[config.mk]
export PLATFORM = sky130hd
export DESIGN_NAME = lm_arbiter
export DESIGN_NICKNAME = d
export VERILOG_FILES = /design/src/rtl/lm_arbiter.sv
export SDC_FILE = /design/constraint.sdc
export NUM_CORES = 1
export LEC_CHECK = 0
export ABC_AREA = 1
export BUFFER_PORTS_ARGS = -buffer_cell sky130_fd_sc_hd__buf_2
export CAP_MARGIN = 15
export CORE_MARGIN = 1.5
export CORE_UTILIZATION = 45
export DETAILED_ROUTE_END_ITERATION = 12
export GPL_TIMING_DRIVEN = 0
export PLACE_DENSITY_LB_ADDON = 0.3
export SLEW_MARGIN = 25
export SYNTH_ARGS = -nofsm -noshare
export SYNTH_HDL_FRONTEND = slang
export SYNTH_SLANG_ARGS = --single-unit
[constraint.sdc]
create_clock -name clk -period 2.85 [get_ports clk]
set_input_delay 0.4275 -clock clk [delete_from_list [all_inputs] [get_ports clk]]
set_output_delay 0.4275 -clock clk [all_outputs]
set_load 0.01 [all_outputs]
[src/rtl/lm_arbiter.sv]
// Round-robin arbiter sharing the LED manager FIFO write port, with a hold gap after every write.
// Optional macro LM_ERR_PRIORITY_EN: requester 0 gets absolute priority and may cut a hold short.
module lm_arbiter #(
  parameter int NUM_REQ     = 4,
  parameter int ID_W        = 2,
  parameter int WIDTH       = 8,
  parameter int HOLD_CYCLES = 16,
  parameter int CNT_W       = 16
) (
  input  logic                     clk,
  input  logic                     rst_n,
  input  logic [NUM_REQ-1:0]       req,
  input  logic [NUM_REQ*WIDTH-1:0] req_data,
  output logic [NUM_REQ-1:0]       ack,
  input  logic                     fifo_full,
  output logic                     wr_en,
  output logic [WIDTH-1:0]         wr_data,
  output logic [ID_W-1:0]          grant_id,
  output logic                     busy
);

  typedef enum logic [1:0] {IDLE, WRITE, HOLD} state_t;

  localparam logic [CNT_W-1:0] HOLD_LOAD = (HOLD_CYCLES > 0) ? CNT_W'(HOLD_CYCLES - 1) : '0;
  localparam logic [ID_W:0]    NUM_REQ_W = (ID_W + 1)'(NUM_REQ);
  localparam logic [ID_W-1:0]  LAST_ID   = ID_W'(NUM_REQ - 1);

  state_t            state_reg, state_next;
  logic [ID_W-1:0]   rr_ptr_reg, rr_ptr_next;
  logic [CNT_W-1:0]  cnt_reg, cnt_next;
  logic [WIDTH-1:0]  wr_data_reg, wr_data_next;
  logic [ID_W-1:0]   grant_id_reg, grant_id_next;

  logic [WIDTH-1:0]  slot_data [NUM_REQ];
  logic [ID_W-1:0]   cand_idx  [NUM_REQ];
  logic [ID_W-1:0]   rr_winner;
  logic              rr_found;
  logic              prio_req;

  // cand_idx[k] is the k-th requester visited when searching upward from rr_ptr
  genvar gi;
  generate
    for (gi = 0; gi < NUM_REQ; gi++) begin : g_slot
      logic [ID_W:0] sum;
      assign slot_data[gi] = req_data[gi*WIDTH +: WIDTH];
      assign sum           = {1'b0, rr_ptr_reg} + (ID_W + 1)'(gi);
      assign cand_idx[gi]  = (sum >= NUM_REQ_W) ? ID_W'(sum - NUM_REQ_W) : sum[ID_W-1:0];
    end
  endgenerate

  always_comb begin
    rr_winner = '0;
    rr_found  = 1'b0;
    for (int k = NUM_REQ - 1; k >= 0; k--) begin
      if (req[cand_idx[k]]) begin
        rr_winner = cand_idx[k];
        rr_found  = 1'b1;
      end
    end
  end

`ifdef LM_ERR_PRIORITY_EN
  assign prio_req = req[0] && !fifo_full;
`else
  assign prio_req = 1'b0;
`endif

  function automatic logic [ID_W-1:0] ptr_after(input logic [ID_W-1:0] w);
    return (w == LAST_ID) ? '0 : w + ID_W'(1);
  endfunction

  always_comb begin
    state_next    = state_reg;
    rr_ptr_next   = rr_ptr_reg;
    cnt_next      = cnt_reg;
    wr_data_next  = wr_data_reg;
    grant_id_next = grant_id_reg;
    case (state_reg)
      IDLE: begin
        if (prio_req) begin
          state_next    = WRITE;
          grant_id_next = '0;
          wr_data_next  = slot_data[0];
        end else if (!fifo_full && rr_found) begin
          state_next    = WRITE;
          grant_id_next = rr_winner;
          wr_data_next  = slot_data[rr_winner];
          rr_ptr_next   = ptr_after(rr_winner);
        end
      end
      WRITE: begin
        if (HOLD_CYCLES > 0) begin
          state_next = HOLD;
          cnt_next   = HOLD_LOAD;
        end else begin
          state_next = IDLE;
        end
      end
      HOLD: begin
        // the error channel may cut the hold short; rr_ptr is left untouched
        if (prio_req) begin
          state_next    = WRITE;
          grant_id_next = '0;
          wr_data_next  = slot_data[0];
        end else if (cnt_reg == '0) begin
          state_next = IDLE;
        end else begin
          cnt_next = cnt_reg - CNT_W'(1);
        end
      end
      default: state_next = IDLE;
    endcase
  end

  always_ff @(posedge clk) begin
    if (!rst_n) begin
      state_reg    <= IDLE;
      rr_ptr_reg   <= '0;
      cnt_reg      <= '0;
      wr_data_reg  <= '0;
      grant_id_reg <= '0;
    end else begin
      state_reg    <= state_next;
      rr_ptr_reg   <= rr_ptr_next;
      cnt_reg      <= cnt_next;
      wr_data_reg  <= wr_data_next;
      grant_id_reg <= grant_id_next;
    end
  end

  assign wr_en    = (state_reg == WRITE);
  assign busy     = (state_reg != IDLE);
  assign wr_data  = wr_data_reg;
  assign grant_id = grant_id_reg;

  generate
    for (gi = 0; gi < NUM_REQ; gi++) begin : g_ack
      assign ack[gi] = wr_en && (grant_id_reg == ID_W'(gi));
    end
  endgenerate

endmodule

Word-level counts from Yosys, hierarchy flattened
Index checks and enable logic that the tools add are counted.

Logic and storage cells: 76. Bits in registers: 30.

Bitwise gates (word level): 1. Add/sub/neg operators: 9. Order comparisons: 9. Equality and inequality tests: 9. Mux-type cells: 29. Reductions and logical operators: 14.

Operator list (count): 16-bit case mux with 2 select lines (1); 2-bit 2-to-1 mux (11); 8-bit binary-select mux with 2-bit select (1); 16-bit logical NOT (1); 16-bit 2-to-1 mux (1); 8-bit 2-to-1 mux (2); 16-bit by 1-bit subtractor with 16-bit output, second input constant (1); 3-bit greater-or-equal comparator, second input constant (4); 2-bit by 3-bit < comparator with 1-bit output, second input constant (4); 1-bit binary-select mux with 2-bit select (4); 2-bit equality test, second input constant (4); 1-bit 2-to-1 mux (8); 2-bit by 1-bit subtractor with 2-bit output, second input constant (4); 2-bit by 2-bit adder with 3-bit output, second input constant (2); 2-bit inequality test, second input constant (3); 2-bit case mux with 3 select lines (1); 2-bit AND reduction (3); 1-bit logical AND (5); 2-bit by 1-bit equality test with 1-bit output, second input constant (2); 2-bit logical NOT (2); 2-bit nonzero test (2); 2-bit by 1-bit adder with 3-bit output, second input constant (1); 2-bit by 3-bit greater-or-equal comparator with 1-bit output, second input constant (1); 2-bit NOT with 3-bit output (1); other kinds (2) (2).

Logic depth before layout (Yosys ltp)
Word-level depth: 13. Gate-level depth with buffers: 15. Depth with buffers taken out: 13.

Least setup slack after synthesis
Ideal clock, no wire load.

Path type: register to output. Start point: register state_reg[0]. End point: output port ack[0]. Required time: 2.423 ns. Data arrival time: 1.288 ns. Slack: 1.135 ns. Cell stages (with the launch flop): 6. Buffers on the path: 1. Cells stage by stage: dfxtp_1 > inv_1 > nor2_1 > inv_1 > clkbuf_1 > nor3_1.

Longest elaborated chain between the ends: 2.

Ends and longest elaborated chain: from (decl) (line 28) `state_t state_reg, state_next;`; from (signal assigned) (line 123) `state_reg <= state_next;`; 2-bit by 1-bit equality test with 1-bit output (line 131) `assign wr_en = (state_reg == WRITE);`; named net wr_en (line 16) `output logic wr_en,`; 1-bit logical AND (line 138) `assign ack[gi] = wr_en && (grant_id_reg == ID_W'(gi));`; to (decl) (line 14) `output logic [NUM_REQ-1:0] ack,`.

The timed path passes the listed nets, and every way through them passes these cells.

Final worst setup path
Start point: register state_reg[0]. End point: output port ack[2].

Longest elaborated chain between the ends: 2.

Ends and longest elaborated chain (line): 2-bit by 1-bit equality test with 1-bit output (131); 1-bit logical AND (138).

Every way passes these cells.

==> flow_summary.toml <==
[worst_setup_path]
cp-start-kind = "flop"
critical_path.most_common_cell = "inv_1"
slowest_delay_ps = 360
crit_slowest_cell = "dfxtp_1"
critPathArrivalTime_ps = 1810
worstPathMaxFanout = 10
crit_path_end_kind = "output port"
path_class = "reg2out"
required_ps = 2420
path_cells = "inv_1 > nor2_1 > inv_1 > clkbuf_1 > nor3_1 > buf_2"
r2r_start = "cnt_reg[0]"
startpoint = "state_reg[0]"

[clock_tree]
cts_buffer_depth = 2
path_clk_slew_ps = 60
postCtsHoldBufs = 0
cts_setup_buffers = 0
htree_levels = 2
ctsResizeCount = 0
cts.sinks = 30
cts_made_buffers = 5
root_buffer = "clkbuf_8"
cts_tree = "done"
insertion_delay_ps = 280

[floorplan]
coreArea_mm2 = 0.00406
ios = 55
dieArea_mm2 = 0.00469
rows = 23
start_util_pct = 47.5
die_x_um = 68.5
fp.dieH_um = 68.5

[synth]
synth_seq_area_share_pct = 31.1
synth_fp_nets = 345
synth_warnings = 0
synth_area_leader_cell = "dfxtp_1"
synth_area_per_cell_um2 = 6.32
synthArstFlopShare_pct = 0
ys_types = 32
syn_inst = 305
synth_ff_type = "dfxtp_1"
synth-edff-count = 0
synth.top_cell.area_share_pct = 31.1
synth_seq_cells = 30
ys_top_cells_by_area = "dfxtp_1 (31%), nand2_1 (16%), inv_1 (9.0%)"
syn_area_mm2 = 0.00193

[finish]
fin_nets = 405
drive_above_1_share_pct = 23.0
final_cell_mix = "nand2_1 (80), buf_2 (53), inv_1 (46)"
area_growth_pct = 21.0
n_antenna_cell = 0
largest_reg_flops = 16
final_common_cell = "nand2_1"

[placement]
place_ws_ps = 930
gp_congestion = 0.884
io_buffers = 53
hpwlAfterDp_um = 3500

[timing]
fin_crit_ps = 2230
tightest_slew_ps = 503
final.setup.tns_ps = 0
fmax_mhz = 448
clock_skew_ps = 5.05
rsz0062_at_grt = "false"
slew_violations = 0
finalCritPeriodShare_pct = 78.3
slew_headroom_pct = 66.5
setup_viol = 0
setup_slack_ps = 617
hold_violations = 0

[outcome]
outcome = "complete, no violations"

[power]
p_per_area_mw_per_mm2 = 658
p_leak_nw = 1.19
ir_drop_mv = 0.388
report.power.total_mw = 1.53

[grt]
antenna_found_initial = 0
grt.overflow.total = 0
grtUsageMet2_pct = 37.6
grt_pass1_wl_um = 7730
busiest_layer = "met2"
grt_pass1_vias = 1876
grtUsageMet3_pct = 5.26
grt_use_total_pct = 21.8
grt_max_degree = 11
grt.met1_usage_pct = 25.9

[detailed_routing]
dr.pass1.iters = 4
via_per_inst = 5.04
wirelength_um = 4570
vias = 2090
drtIter0Drc = 101
drtAntennaViolNets = 0
routedWlPerCell_um = 11.0
drcViolationCount = 0

[worst_hold_path]
hold_class = "in2reg"
min_from = "req_data[11]"

[flow_run]
cap_violations = 0
## cell type report
| class | instances | area [µm²] |
|---|---|---|
| fill | 410 | 1730 |
| multi-input combinational | 217 | 1080 |
| sequential | 30 | 601 |
| timing repair buffer | 53 | 265 |
| inverter | 51 | 204 |
| clock buffer | 7 | 76.3 |
| tap | 50 | 62.6 |
| buffer | 7 | 45.0 |
## metrics by stage
stage	hold slack (ps)	area (µm²)	utilization, %	std cells
after floorplan	438	1930	-	305
after global placement	451	2260	55.6	408
after detailed placement	459	2260	55.6	408
after CTS	374	2330	57.5	415
after global routing	374	2330	57.5	415
final	377	2330	57.5	415
## cells by family (layout without fill, tap and decap cells)
family | count (synthesis) | after routing | share of synthesized area [%]
compound gates | 44 | 44 | 13.8
fa+ha+maj | 1 | 1 | 0.649
buf+inv | 58 | 118 | 12.9
flops | 30 | 30 | 31.1
simple gates | 172 | 172 | 41.5
## critical path: cells and delay by family (launching register included)
family | cells | cell delay [ps]
flops | 1 | 360
simple gates | 2 | 490
buf+inv | 4 | 680
## power by group
group	internal, mW	switching, mW	total [mW]	leakage [nW]
clock network	0.168	0.149	0.317	0.0383
logic	0.251	0.438	0.689	0.907
registers	0.484	0.0444	0.528	0.246
total	0.902	0.632	1.53	1.19
## synthesized netlist by cell type, types with 3 or more instances
cell      number
o21ai_0       10
o211ai_1       4
clkbuf_1       4
nand3_2        3
nand3_1       26
dfxtp_1       30
or2_0          3
nor2_1        29
inv_1         46
nand2_2        8
nor3_1        10
nand2_1       80
nand2_4        5
a211oi_1       3
nand3b_1       3
a21oi_1       19
## layer usage
| metal | vias to the layer above | routed length, µm |
|---|---|---|
| met1 | 930 | 2080 |
| met4 | 0 | 76 |
| met5 | - | 0 |
| met2 | 55 | 2150 |
| li1 | 1097 | - |
| met3 | 8 | 270 |
## path summary, 6_finish.rpt
| path | to | slack, ps | depth (start not counted) |
|---|---|---|---|
| worst max-delay path | ack[2] | 620 | 6 |
| worst min-delay path | wr_data[3] | 380 | 3 |
| worst max register to register | cnt_reg[10] | 930 | 10 |
| worst min register to register | cnt_reg[14] | 470 | 2 |
Note: power is estimated with default switching activity, not from simulation.
